<file path="src/rtl/hedios_pkg.sv">
// Shared definitions for the Hedios packet transmitter.
//   hedios_state_e      : frame sequencer states
//   HEDIOS_SYNC_DEFAULT : default sync header byte
//   hedios_frame_bytes  : bytes on the line per frame
//   hedios_frame_cycles : clock cycles a frame occupies on the line
package hedios_pkg;

  localparam logic [7:0] HEDIOS_SYNC_DEFAULT = 8'hA5;

  typedef enum logic [2:0] {
    StIdle,
    StLoad,
    StSendHdr,
    StSendCmd,
    StSendData,
    StSendCsum,
    StGap
  } hedios_state_e;

  // Sync + command + payload (+ optional checksum).
  function automatic int unsigned hedios_frame_bytes(input int unsigned data_bytes,
                                                     input bit          csum_en);
    return 2 + data_bytes + (csum_en ? 1 : 0);
  endfunction

  // Each byte is 10 bit-times (start, 8 data, stop).
  function automatic int unsigned hedios_frame_cycles(input int unsigned data_bytes,
                                                      input bit          csum_en,
                                                      input int unsigned bit_cycles);
    return hedios_frame_bytes(data_bytes, csum_en) * 10 * bit_cycles;
  endfunction

endpackage

</file>
<file path="src/rtl/hedios_uart_tx_core.sv">
// 8N1 UART byte serialiser with a one-byte holding register.
//   clk_i, rst_i   : clock, synchronous active-high reset
//   byte_i         : byte offered by the sequencer
//   byte_valid_i   : byte_i is valid
//   byte_ready_o   : holding register empty; a valid byte is taken this cycle
//   tx_o           : registered serial line, idle high
//   byte_done_o    : stop bit of the byte in the shifter completes this cycle
// A byte offered while the shifter is free goes straight into the shifter, so
// the start bit appears on the edge that accepts it. While a byte is shifting,
// the next one waits in the holding register and follows with no idle bits.
module hedios_uart_tx_core #(
  parameter int unsigned BitCycles = 10
) (
  input  logic       clk_i,
  input  logic       rst_i,
  input  logic [7:0] byte_i,
  input  logic       byte_valid_i,
  output logic       byte_ready_o,
  output logic       tx_o,
  output logic       byte_done_o
);

  localparam int unsigned CntW = $clog2(BitCycles);

  logic [CntW-1:0] cnt_q, cnt_d;
  logic [3:0]      bit_idx_q, bit_idx_d;
  logic [7:0]      shift_q, shift_d;
  logic [7:0]      hold_q, hold_d;
  logic            hold_full_q, hold_full_d;
  logic            active_q, active_d;
  logic            tx_q, tx_d;

  logic bit_end;
  logic last_bit;
  logic shifter_free;
  logic accept;

  assign accept       = byte_valid_i & ~hold_full_q;
  assign bit_end      = active_q && (cnt_q == CntW'(BitCycles - 1));
  // Bit index 0 is the start bit, 1..8 data, 9 the stop bit.
  assign last_bit     = bit_end && (bit_idx_q == 4'd9);
  assign shifter_free = ~active_q | last_bit;

  assign byte_ready_o = ~hold_full_q;
  assign tx_o         = tx_q;
  assign byte_done_o  = last_bit;

  always_comb begin
    cnt_d       = cnt_q;
    bit_idx_d   = bit_idx_q;
    shift_d     = shift_q;
    hold_d      = hold_q;
    hold_full_d = hold_full_q;
    active_d    = active_q;
    tx_d        = tx_q;

    if (active_q) begin
      if (bit_end) begin
        cnt_d     = '0;
        bit_idx_d = bit_idx_q + 4'd1;
        // The bit following index n is data bit n, except after data bit 7.
        tx_d      = (bit_idx_q == 4'd8) ? 1'b1 : shift_q[bit_idx_q[2:0]];
      end else begin
        cnt_d = cnt_q + 1'b1;
      end
    end

    if (accept) begin
      hold_d      = byte_i;
      hold_full_d = 1'b1;
    end

    if (shifter_free) begin
      if (hold_full_q || accept) begin
        shift_d     = hold_full_q ? hold_q : byte_i;
        hold_full_d = 1'b0;
        active_d    = 1'b1;
        cnt_d       = '0;
        bit_idx_d   = '0;
        tx_d        = 1'b0;
      end else begin
        active_d = 1'b0;
        tx_d     = 1'b1;
      end
    end
  end

  always_ff @(posedge clk_i) begin
    if (rst_i) begin
      cnt_q       <= '0;
      bit_idx_q   <= '0;
      shift_q     <= '0;
      hold_q      <= '0;
      hold_full_q <= 1'b0;
      active_q    <= 1'b0;
      tx_q        <= 1'b1;
    end else begin
      cnt_q       <= cnt_d;
      bit_idx_q   <= bit_idx_d;
      shift_q     <= shift_d;
      hold_q      <= hold_d;
      hold_full_q <= hold_full_d;
      active_q    <= active_d;
      tx_q        <= tx_d;
    end
  end

endmodule

</file>
<file path="src/rtl/hedios_frame_tx.sv">
// Hedios packet transmitter: queues command/data packets and sends each as a
// framed 8N1 byte stream: SYNC_BYTE, command, payload LSB byte first and,
// when HEDIOS_TX_CHECKSUM_EN is defined, an XOR checksum of command+payload.
//   clk, rst        : clock, synchronous active-high reset
//   packet_command  : command byte of the pushed packet
//   packet_data     : payload of the pushed packet
//   push_packet     : one-cycle enqueue strobe
//   queue_full      : FIFO holds FIFO_DEPTH packets
//   queue_empty     : FIFO holds no packets
//   queue_level     : packets currently queued
//   tx_line         : serial output, idle high
//   busy            : a frame is loaded, transmitting or in its gap
//   packet_sent     : frames fully transmitted, wraps
//   drop_count      : pushes rejected while full, saturates at 255
module hedios_frame_tx
  import hedios_pkg::*;
#(
  parameter int unsigned CLK_RATE   = 100_000_000,
  parameter int unsigned BAUD_RATE  = 1_000_000,
  parameter int unsigned DATA_BYTES = 4,
  parameter int unsigned FIFO_DEPTH = 8,
  parameter int unsigned GAP_BITS   = 2,
  parameter logic [7:0]  SYNC_BYTE  = HEDIOS_SYNC_DEFAULT
) (
  input  logic                          clk,
  input  logic                          rst,
  input  logic [7:0]                    packet_command,
  input  logic [8*DATA_BYTES-1:0]       packet_data,
  input  logic                          push_packet,
  output logic                          queue_full,
  output logic                          queue_empty,
  output logic [$clog2(FIFO_DEPTH):0]   queue_level,
  output logic                          tx_line,
  output logic                          busy,
  output logic [15:0]                   packet_sent,
  output logic [7:0]                    drop_count
);

  localparam int unsigned BitCycles = CLK_RATE / BAUD_RATE;
  localparam int unsigned AddrW     = $clog2(FIFO_DEPTH);
  localparam int unsigned PtrW      = AddrW + 1;
  localparam int unsigned DataW     = 8 * DATA_BYTES;
  localparam int unsigned IdxW      = $clog2(DATA_BYTES + 1);
  localparam int unsigned GapCycles = GAP_BITS * BitCycles;
  // A zero-length gap still spends one cycle in StGap.
  localparam int unsigned GapLast   = (GapCycles == 0) ? 0 : GapCycles - 1;
  localparam int unsigned GapW      = $clog2(GapLast + 2);

  // ---------------------------------------------------------------------------
  // Packet FIFO
  // ---------------------------------------------------------------------------
  logic [7:0]       cmd_mem  [FIFO_DEPTH];
  logic [DataW-1:0] data_mem [FIFO_DEPTH];

  logic [PtrW-1:0] wr_ptr_q, wr_ptr_d;
  logic [PtrW-1:0] rd_ptr_q, rd_ptr_d;
  logic [PtrW-1:0] level_q, level_d;
  logic            full_q, full_d;
  logic            empty_q, empty_d;

  logic             do_push;
  logic             do_pop;
  logic             drop;
  logic [7:0]       head_cmd;
  logic [DataW-1:0] head_data;

  hedios_state_e state_q, state_d;

  // A push while full is dropped even if a pop frees a slot this cycle.
  assign do_push   = push_packet & ~full_q;
  assign drop      = push_packet & full_q;
  assign do_pop    = (state_q == StLoad);
  assign head_cmd  = cmd_mem[rd_ptr_q[AddrW-1:0]];
  assign head_data = data_mem[rd_ptr_q[AddrW-1:0]];

  always_comb begin
    wr_ptr_d = wr_ptr_q + PtrW'(do_push);
    rd_ptr_d = rd_ptr_q + PtrW'(do_pop);
    level_d  = wr_ptr_d - rd_ptr_d;
    empty_d  = (wr_ptr_d == rd_ptr_d);
    full_d   = (wr_ptr_d[PtrW-1] != rd_ptr_d[PtrW-1]) &&
               (wr_ptr_d[AddrW-1:0] == rd_ptr_d[AddrW-1:0]);
  end

  always_ff @(posedge clk) begin
    if (do_push) begin
      cmd_mem[wr_ptr_q[AddrW-1:0]]  <= packet_command;
      data_mem[wr_ptr_q[AddrW-1:0]] <= packet_data;
    end
  end

  // ---------------------------------------------------------------------------
  // Frame sequencer
  // ---------------------------------------------------------------------------
  logic [7:0]      frame_cmd_q, frame_cmd_d;
  logic [DataW-1:0] frame_data_q, frame_data_d;
  logic [IdxW-1:0] byte_idx_q, byte_idx_d;
  logic            drain_q, drain_d;  // last byte handed off, awaiting its stop bit
  logic [GapW-1:0] gap_cnt_q, gap_cnt_d;
  logic            busy_q;
  logic [15:0]     packet_sent_q;
  logic [7:0]      drop_q;

  logic       core_valid;
  logic [7:0] core_byte;
  logic       core_ready;
  logic       core_done;
  logic       tx_done;
  logic       frame_done;

  // The frame is over once the shifter finishes with nothing left queued.
  assign tx_done = core_done & core_ready;

`ifdef HEDIOS_TX_CHECKSUM_EN
  logic [7:0] csum_q, csum_d;
  logic [7:0] head_csum;

  always_comb begin
    head_csum = head_cmd;
    for (int unsigned i = 0; i < DATA_BYTES; i++) begin
      head_csum = head_csum ^ head_data[8*i +: 8];
    end
  end
`endif

  always_comb begin
    state_d      = state_q;
    frame_cmd_d  = frame_cmd_q;
    frame_data_d = frame_data_q;
    byte_idx_d   = byte_idx_q;
    drain_d      = drain_q;
    gap_cnt_d    = gap_cnt_q;
`ifdef HEDIOS_TX_CHECKSUM_EN
    csum_d       = csum_q;
`endif
    core_valid   = 1'b0;
    core_byte    = SYNC_BYTE;
    frame_done   = 1'b0;

    unique case (state_q)
      StIdle: begin
        if (!empty_q) state_d = StLoad;
      end
      StLoad: begin
        frame_cmd_d  = head_cmd;
        frame_data_d = head_data;
        byte_idx_d   = '0;
        drain_d      = 1'b0;
`ifdef HEDIOS_TX_CHECKSUM_EN
        csum_d       = head_csum;
`endif
        state_d      = StSendHdr;
      end
      StSendHdr: begin
        core_valid = 1'b1;
        core_byte  = SYNC_BYTE;
        if (core_ready) state_d = StSendCmd;
      end
      StSendCmd: begin
        core_valid = 1'b1;
        core_byte  = frame_cmd_q;
        if (core_ready) state_d = StSendData;
      end
      StSendData: begin
        if (!drain_q) begin
          core_valid = 1'b1;
          core_byte  = frame_data_q[7:0];
          if (core_ready) begin
            frame_data_d = frame_data_q >> 8;
            if (byte_idx_q == IdxW'(DATA_BYTES - 1)) begin
`ifdef HEDIOS_TX_CHECKSUM_EN
              state_d = StSendCsum;
`else
              drain_d = 1'b1;
`endif
            end else begin
              byte_idx_d = byte_idx_q + 1'b1;
            end
          end
        end else if (tx_done) begin
          state_d    = StGap;
          gap_cnt_d  = '0;
          frame_done = 1'b1;
        end
      end
`ifdef HEDIOS_TX_CHECKSUM_EN
      StSendCsum: begin
        if (!drain_q) begin
          core_valid = 1'b1;
          core_byte  = csum_q;
          if (core_ready) drain_d = 1'b1;
        end else if (tx_done) begin
          state_d    = StGap;
          gap_cnt_d  = '0;
          frame_done = 1'b1;
        end
      end
`endif
      StGap: begin
        if (gap_cnt_q == GapW'(GapLast)) begin
          state_d = StIdle;
        end else begin
          gap_cnt_d = gap_cnt_q + 1'b1;
        end
      end
      default: state_d = StIdle;
    endcase
  end

  always_ff @(posedge clk) begin
    if (rst) begin
      state_q       <= StIdle;
      wr_ptr_q      <= '0;
      rd_ptr_q      <= '0;
      level_q       <= '0;
      full_q        <= 1'b0;
      empty_q       <= 1'b1;
      frame_cmd_q   <= '0;
      frame_data_q  <= '0;
      byte_idx_q    <= '0;
      drain_q       <= 1'b0;
      gap_cnt_q     <= '0;
      busy_q        <= 1'b0;
      packet_sent_q <= '0;
      drop_q        <= '0;
`ifdef HEDIOS_TX_CHECKSUM_EN
      csum_q        <= '0;
`endif
    end else begin
      state_q      <= state_d;
      wr_ptr_q     <= wr_ptr_d;
      rd_ptr_q     <= rd_ptr_d;
      level_q      <= level_d;
      full_q       <= full_d;
      empty_q      <= empty_d;
      frame_cmd_q  <= frame_cmd_d;
      frame_data_q <= frame_data_d;
      byte_idx_q   <= byte_idx_d;
      drain_q      <= drain_d;
      gap_cnt_q    <= gap_cnt_d;
      busy_q       <= (state_d != StIdle);
`ifdef HEDIOS_TX_CHECKSUM_EN
      csum_q       <= csum_d;
`endif
      if (frame_done) packet_sent_q <= packet_sent_q + 16'd1;
      if (drop && (drop_q != 8'hFF)) drop_q <= drop_q + 8'd1;
    end
  end

  hedios_uart_tx_core #(
    .BitCycles(BitCycles)
  ) u_core (
    .clk_i       (clk),
    .rst_i       (rst),
    .byte_i      (core_byte),
    .byte_valid_i(core_valid),
    .byte_ready_o(core_ready),
    .tx_o        (tx_line),
    .byte_done_o (core_done)
  );

  assign queue_full  = full_q;
  assign queue_empty = empty_q;
  assign queue_level = level_q;
  assign busy        = busy_q;
  assign packet_sent = packet_sent_q;
  assign drop_count  = drop_q;

endmodule
</file>
<file path="config.mk">
export PLATFORM = sky130hd
export DESIGN_NAME = hedios_frame_tx
export DESIGN_NICKNAME = d
export VERILOG_FILES = /design/src/rtl/hedios_pkg.sv /design/src/rtl/hedios_uart_tx_core.sv /design/src/rtl/hedios_frame_tx.sv
export SDC_FILE = /design/constraint.sdc
export NUM_CORES = 1
export LEC_CHECK = 0
export CAP_MARGIN = 20
export CORE_ASPECT_RATIO = 1.25
export CORE_MARGIN = 4
export CORE_UTILIZATION = 40
export CTS_CLUSTER_DIAMETER = 30
export DETAILED_ROUTE_END_ITERATION = 16
export PLACE_DENSITY = 0.53
export SYNTH_ARGS = -nofsm -noshare
export SYNTH_HDL_FRONTEND = slang
export SYNTH_SLANG_ARGS = --single-unit
</file>
<file path="constraint.sdc">
create_clock -name clk -period 7.3 [get_ports clk]
set_clock_uncertainty 0.05 [all_clocks]
set_input_delay 1.095 -clock clk [delete_from_list [all_inputs] [get_ports clk]]
set_output_delay 1.095 -clock clk [all_outputs]
set_load 0.03 [all_outputs]
</file>
-- Yosys cells after proc, flatten, opt, wreduce, memory -nomap -nowiden
Memory sizes are Yosys's and may differ from the RTL's. A register that Yosys moved wholly into a read port is not among the register bits.
Index checks and enable logic that the tools add are counted.
- register bits after elaboration: 116
- RAM bits: 320
- word-level logic and storage cells: 129
- memories kept: 2
- add/sub/neg operators: 9
- magnitude comparators: 1
- equal/unequal tests: 20
- multiplexer cells: 52
- bitwise logic cells: 8
- reduce and logical (&&, ||, !) cells: 17
- memory list (name ; depth ; bits a word ; read ports ; clocked after Yosys merged registers in ; wr ports ; RTL line ; source):
    data_mem ; 8 ; 32 ; 1 ; 1 ; 1 ; hedios_frame_tx.sv:53 ; logic [DataW-1:0] data_mem [FIFO_DEPTH];
    cmd_mem ; 8 ; 8 ; 1 ; 1 ; 1 ; hedios_frame_tx.sv:52 ; logic [7:0] cmd_mem [FIFO_DEPTH];
- operators with widths (cell ; number):
    2-to-1 mux 32 bit ; 2
    one-hot mux 32 bit (2 select lines) ; 1
    2-to-1 mux 8 bit ; 5
    one-hot mux 8 bit (2 select lines) ; 2
    2-to-1 mux 3 bit ; 10
    2-to-1 mux 7 bit ; 4
    2-to-1 mux 1 bit ; 19
    one-hot mux 3 bit (6 select lines) ; 1
    adder 16 x 1 -> 16 bit, second input constant ; 1
    adder 8 x 1 -> 8 bit, second input constant ; 2
    2-to-1 mux 4 bit ; 4
    != test 2 bit, second input constant ; 6
    == test 3 x 2 -> 1 bit, second input constant ; 3
    adder 4 x 1 -> 4 bit ; 2
    == test 4 bit, second input constant ; 2
    == test 8 bit, second input constant ; 1
    != test 8 bit, second input constant ; 1
    AND reduction 4 bit ; 2
    nonzero test 2 bit ; 4
    adder 7 x 1 -> 7 bit, second input constant ; 1
    == test 7 bit, second input constant ; 1
    == test 3 bit, second input constant ; 2
    one-hot mux 3 bit (2 select lines) ; 1
    adder 4 x 1 -> 4 bit, second input constant ; 1
    other kinds (19) ; 29

-- Logic depth before layout (Yosys ltp)
- word-level depth: 8
- gate-level depth with buffers: 12
- mapped depth without buffers: 10

-- Modules after synthesis
Synthesis repeated with hierarchy kept, for this count alone.
- cell total of the unflattened synthesis: 1193
- area total of the unflattened synthesis: 17687.0 um2
- modules (own cells, without submodules) (module ; instances ; cells each ; area each (um2)):
    hedios_frame_tx ; 1 ; 1038 ; 16216.8
    hedios_uart_tx_core ; 1 ; 155 ; 1470.2

-- Least setup slack after synthesis
OpenSTA, ideal clock, no wires.
- path kind: input -> register
- start: in push_packet
- end: mem cmd_mem[0][0] (enable)
- arrival: 4151 ps
- required time: 6763 ps
- slack: 2612 ps
- stages: 3
- cells stage by stage: nor2b_1 > nand2b_1 > nor3_1
- cells in the longest elaborated chain, start to end: 3
- ends and longest elaborated chain (item ; RTL line ; source):
    start: declaration ; hedios_frame_tx.sv:29 ; input logic push_packet,
    bitwise AND 1 bit ; hedios_frame_tx.sv:70 ; assign do_push = push_packet & ~full_q;
    2-to-1 mux 1 bit ; hedios_frame_tx.sv:86 ; if (do_push) begin
    2-to-1 mux 1 bit (implied by the code) ; hedios_frame_tx.sv:87 ; cmd_mem[wr_ptr_q[AddrW-1:0]] <= packet_command;
    end: declaration ; hedios_frame_tx.sv:52 ;
Every way passes these cells.

-- Final worst setup path
- start: in push_packet
- end: reg level_q[3] (netlist: queue_level[3])
- cells in the longest elaborated chain, start to end: 3
- ends and longest elaborated chain (item ; RTL line ; source):
    bitwise AND 1 bit ; hedios_frame_tx.sv:70 ;
    adder 4 x 1 -> 4 bit ; hedios_frame_tx.sv:77 ; wr_ptr_d = wr_ptr_q + PtrW'(do_push);
    net wr_ptr_d[1] ; hedios_frame_tx.sv:55 ; logic [PtrW-1:0] wr_ptr_q, wr_ptr_d;
    subtractor 4 bit ; hedios_frame_tx.sv:79 ; level_d = wr_ptr_d - rd_ptr_d;
    end signal: assignment ; hedios_frame_tx.sv:233 ; level_q <= level_d;
    end: declaration ; hedios_frame_tx.sv:57 ; logic [PtrW-1:0] level_q, level_d;
The timed path passes the listed nets, and every way through them passes these cells.
A chain may end at the register's enable or synchronous reset.

==> flow_metrics.tcl <==
set metrics [dict create \
    outcome "finished, final reports clean" \
    hold_path_class "register to register" \
    grt_overflow_total 0 \
    clock_latency_ns 0.61 \
    grt_pass1_vias 10685 \
    rr_worst_depth 11 \
    die_x_um 196 \
    cts_resized 0 \
    min_period_over_period 0.427 \
    power_switching_mw 2.16 \
    cts_tree "built" \
    io_buffers 74 \
    end_kind "register" \
    critPathKind "input port to register" \
    synth_edf_count 320 \
    synth_compound_area_frac 0.0881 \
    cts_inserted_buffers 92 \
    via_count 10391 \
    critPathRequiredTime_ns 7.73 \
    seq_power_share 0.347 \
    wl_per_cell_um 20.0 \
    switching_share 0.247 \
    synthFlopType "edfxtp_1" \
    cts-root-buf "clkbuf_16" \
    die_h_um 243 \
    rrSetupSlack_ns 4.35 \
    dpl.cell_count 1791 \
    p_int_mw 6.60 \
    area.sequential_sq_um 12100 \
    antenna_left 0 \
    drc_errors 0 \
    rows 85 \
    cp_data_arrival_time_ns 3.55 \
    grt.total_usage 0.164 \
    postSynthAreaPerCell_sq_um 14.7 \
    syn_area_sq_um 17600 \
    synth.top_cells.by_area "edfxtp_1 (54%), dfxtp_1 (14%), mux2i_1 (6.6%)" \
    finalHoldViolCount 0 \
    synthArstFlopShare 0 \
    min_delay_path_depth 2 \
    final.min_clock_period_ns 3.12 \
    power.share.clock 0.516 \
    hold_buffers 0 \
    synth_xor_area_frac 0.0119 \
    post_cts_buffers 0 \
    drive_gt1_frac 0.176 \
    clkSinkCount 444 \
    synth_top_area_share 0.545 \
    reg2reg_from "state_q[0]" \
    synth_cell_type_count 62 \
    grt_pass1_wl_um 61400 \
    antenna_found_initial 0 \
    n_fill_cell 3598 \
    finalMaxSlewViolations 0 \
    cts_buffer_depth 3 \
    synth_commonest_cells "edfxtp_1 (320), dfxtp_1 (124), mux2i_1 (116), nand2_1 (67), a21oi_1 (53)" \
    dieArea_sq_um 47500 \
    finalNonFillerCells 1965 \
    place_congestion 0.771 \
    multiInputGateArea_sq_um 5230 \
    r2r-end "queue_level[3]" \
    powerDensity_nw_per_um2 390 \
    ys_ff_latch 444 \
    yosysSeqAreaShare 0.686 \
    hold_end "u_core.hold_q[4]" \
    nets 1381 \
    p_leak_nw 7.40 \
    worstPathMaxFanout 4 \
    synthAdderAreaFrac 0.0125 \
    diodes 0 \
    htree_levels 3 \
    clk_pin_slew_worst_paths_ns 0.05 \
    viasPerCell 5.29 \
    crit_path_start_kind "input port" \
    worstMarginPinSlew_ns 1.02 \
    max_freq_mhz 321 \
    area_growth_pct 27.4 \
    core_area_sq_um 43300 \
    peakVddDrop_mv 0.262 \
    wl_um 39300 \
    cap_viol_max_count 0 \
    yosysTopAreaCell "edfxtp_1" \
    yosys_warnings 0 \
    io_pins 75 \
    netlist_instances 1202 \
    holdWs_ns 0.401 \
    setup_viol 0 \
    dr.first_iter.drc_count 632 \
    synthMuxAreaShare 0.111 \
    slew_headroom 0.318 \
    synth_top_family_by_area "multiplexers" \
    p_comb_frac 0.137 \
    grt_max_degree 129 \
    fin_tns_setup_ns 0 \
    yosys.area_share.simple 0.0696 \
    dp_hpwl_um 21500 \
    initial_core_util 0.407 \
    hold_start "u_core.hold_q[4]" \
    yosysMostFrequentCell "edfxtp_1" \
    rsz0062_at_grt "false" \
    syn_nets 1262 \
    drt_pass1_iterations 4 \
]
-- layout make-up --
cell class                 count  area share
sequential                   444       0.538
multi-input combinational    665       0.233
clock buffer                 100       0.106
clock inverter                73      0.0471
timing repair buffer          97      0.0410
tap                          565      0.0315
inverter                      21     0.00351
-- cells in the final DEF (no fill, tap or decap), types with 12 or more instances in the layout --
master,Yosys,layout
edfxtp_1,320,320
dfxtp_1,124,122
mux2i_1,116,116
clkbuf_16,0,93
clkdlybuf4s50_1,0,73
nand2_1,67,67
a21oi_1,53,53
a22oi_1,48,48
o21ai_0,41,41
nand3_1,39,39
nor2_1,43,36
mux4_2,34,34
a31oi_1,25,25
bufinv_16,0,23
buf_4,3,22
inv_1,21,21
clkinv_2,0,18
ha_1,16,16
xnor2_1,14,14
nor3_1,14,12
clkinvlp_4,0,12
-- flip-flops by register name, summed over array words and instances, names as in the netlist, 7 cells and up --
register and cells:
gap_cnt_q 8, drop_count 8, frame_data_q 32, data_mem 256
frame_cmd_q 8, u_core.shift_q 8, cmd_mem 64, packet_sent 16
u_core.cnt_q 7, u_core.hold_q 8
-- logic make-up after synthesis --
family	Yosys count
muxes	152
xor gates and xnor gates	24
and+or+nand+nor	238
buffers and inverters	93
DFF	444
adders and majority gates	17
AOI/OAI and AO/OA	234
-- worst max path at each step --
stage | slack, ns | cells past startpoint | to | start
6_report | 4.18 | 9 | queue_level[3] | push_packet
5_1_grt | 4.00 | 9 | queue_level[3] | push_packet
4_1_cts | 4.18 | 6 | u_core.shift_q[6] | u_core.cnt_q[0]
3_5_place_dp | 3.57 | 9 | queue_level[3] | push_packet
3_3_place_gp | 3.62 | 9 | queue_level[3] | push_packet
2_1_floorplan | 2.61 | 3 | cmd_mem[0][0] | push_packet
-- metal layers --
metal / part of all wire / routed length, um / track usage
met4: 0.022 / 875 / 0.0639
met2: 0.51 / 19900 / 0.278
met5: 0 / 0 / 0
met3: 0.033 / 1310 / 0.0308
met1: 0.44 / 17300 / 0.209
-- power groups by stage --
stage | Sequential (mW) | Clock [mW] | Combinational, mW
2_1_floorplan | 3.05 | 0 | 0.896
3_3_place_gp | 3.08 | 0 | 1.21
3_5_place_dp | 3.08 | 0 | 1.22
4_1_cts | 3.04 | 4.61 | 1.23
5_1_grt | 3.06 | 4.75 | 1.33
6_report | 3.04 | 4.52 | 1.20
-- through the flow --
stage | cell area, sq um | setup WS, ns | util | power (mW)
3_5_place_dp | 19000 | 3.57 | 0.440 | 4.30
4_1_cts | 22500 | 4.18 | 0.519 | 8.88
3_3_place_gp | 19000 | 3.62 | 0.440 | 4.29
6_report | 22500 | 4.18 | 0.519 | 8.77
2_1_floorplan | 17600 | 2.61 | - | 3.95
5_1_grt | 22500 | 4.00 | 0.519 | 9.14
-- critical path: stages --
cell and delay (ns):
clkdlybuf4s50_1 0.56, nor2b_1 0.31, ha_1 0.24, ha_1 0.26, ha_1 0.33, nor2b_1 0.14
o21ai_0 0.21, a21oi_1 0.11, mux2_2 0.29
No activity file was read; power rests on OpenSTA's default activity.
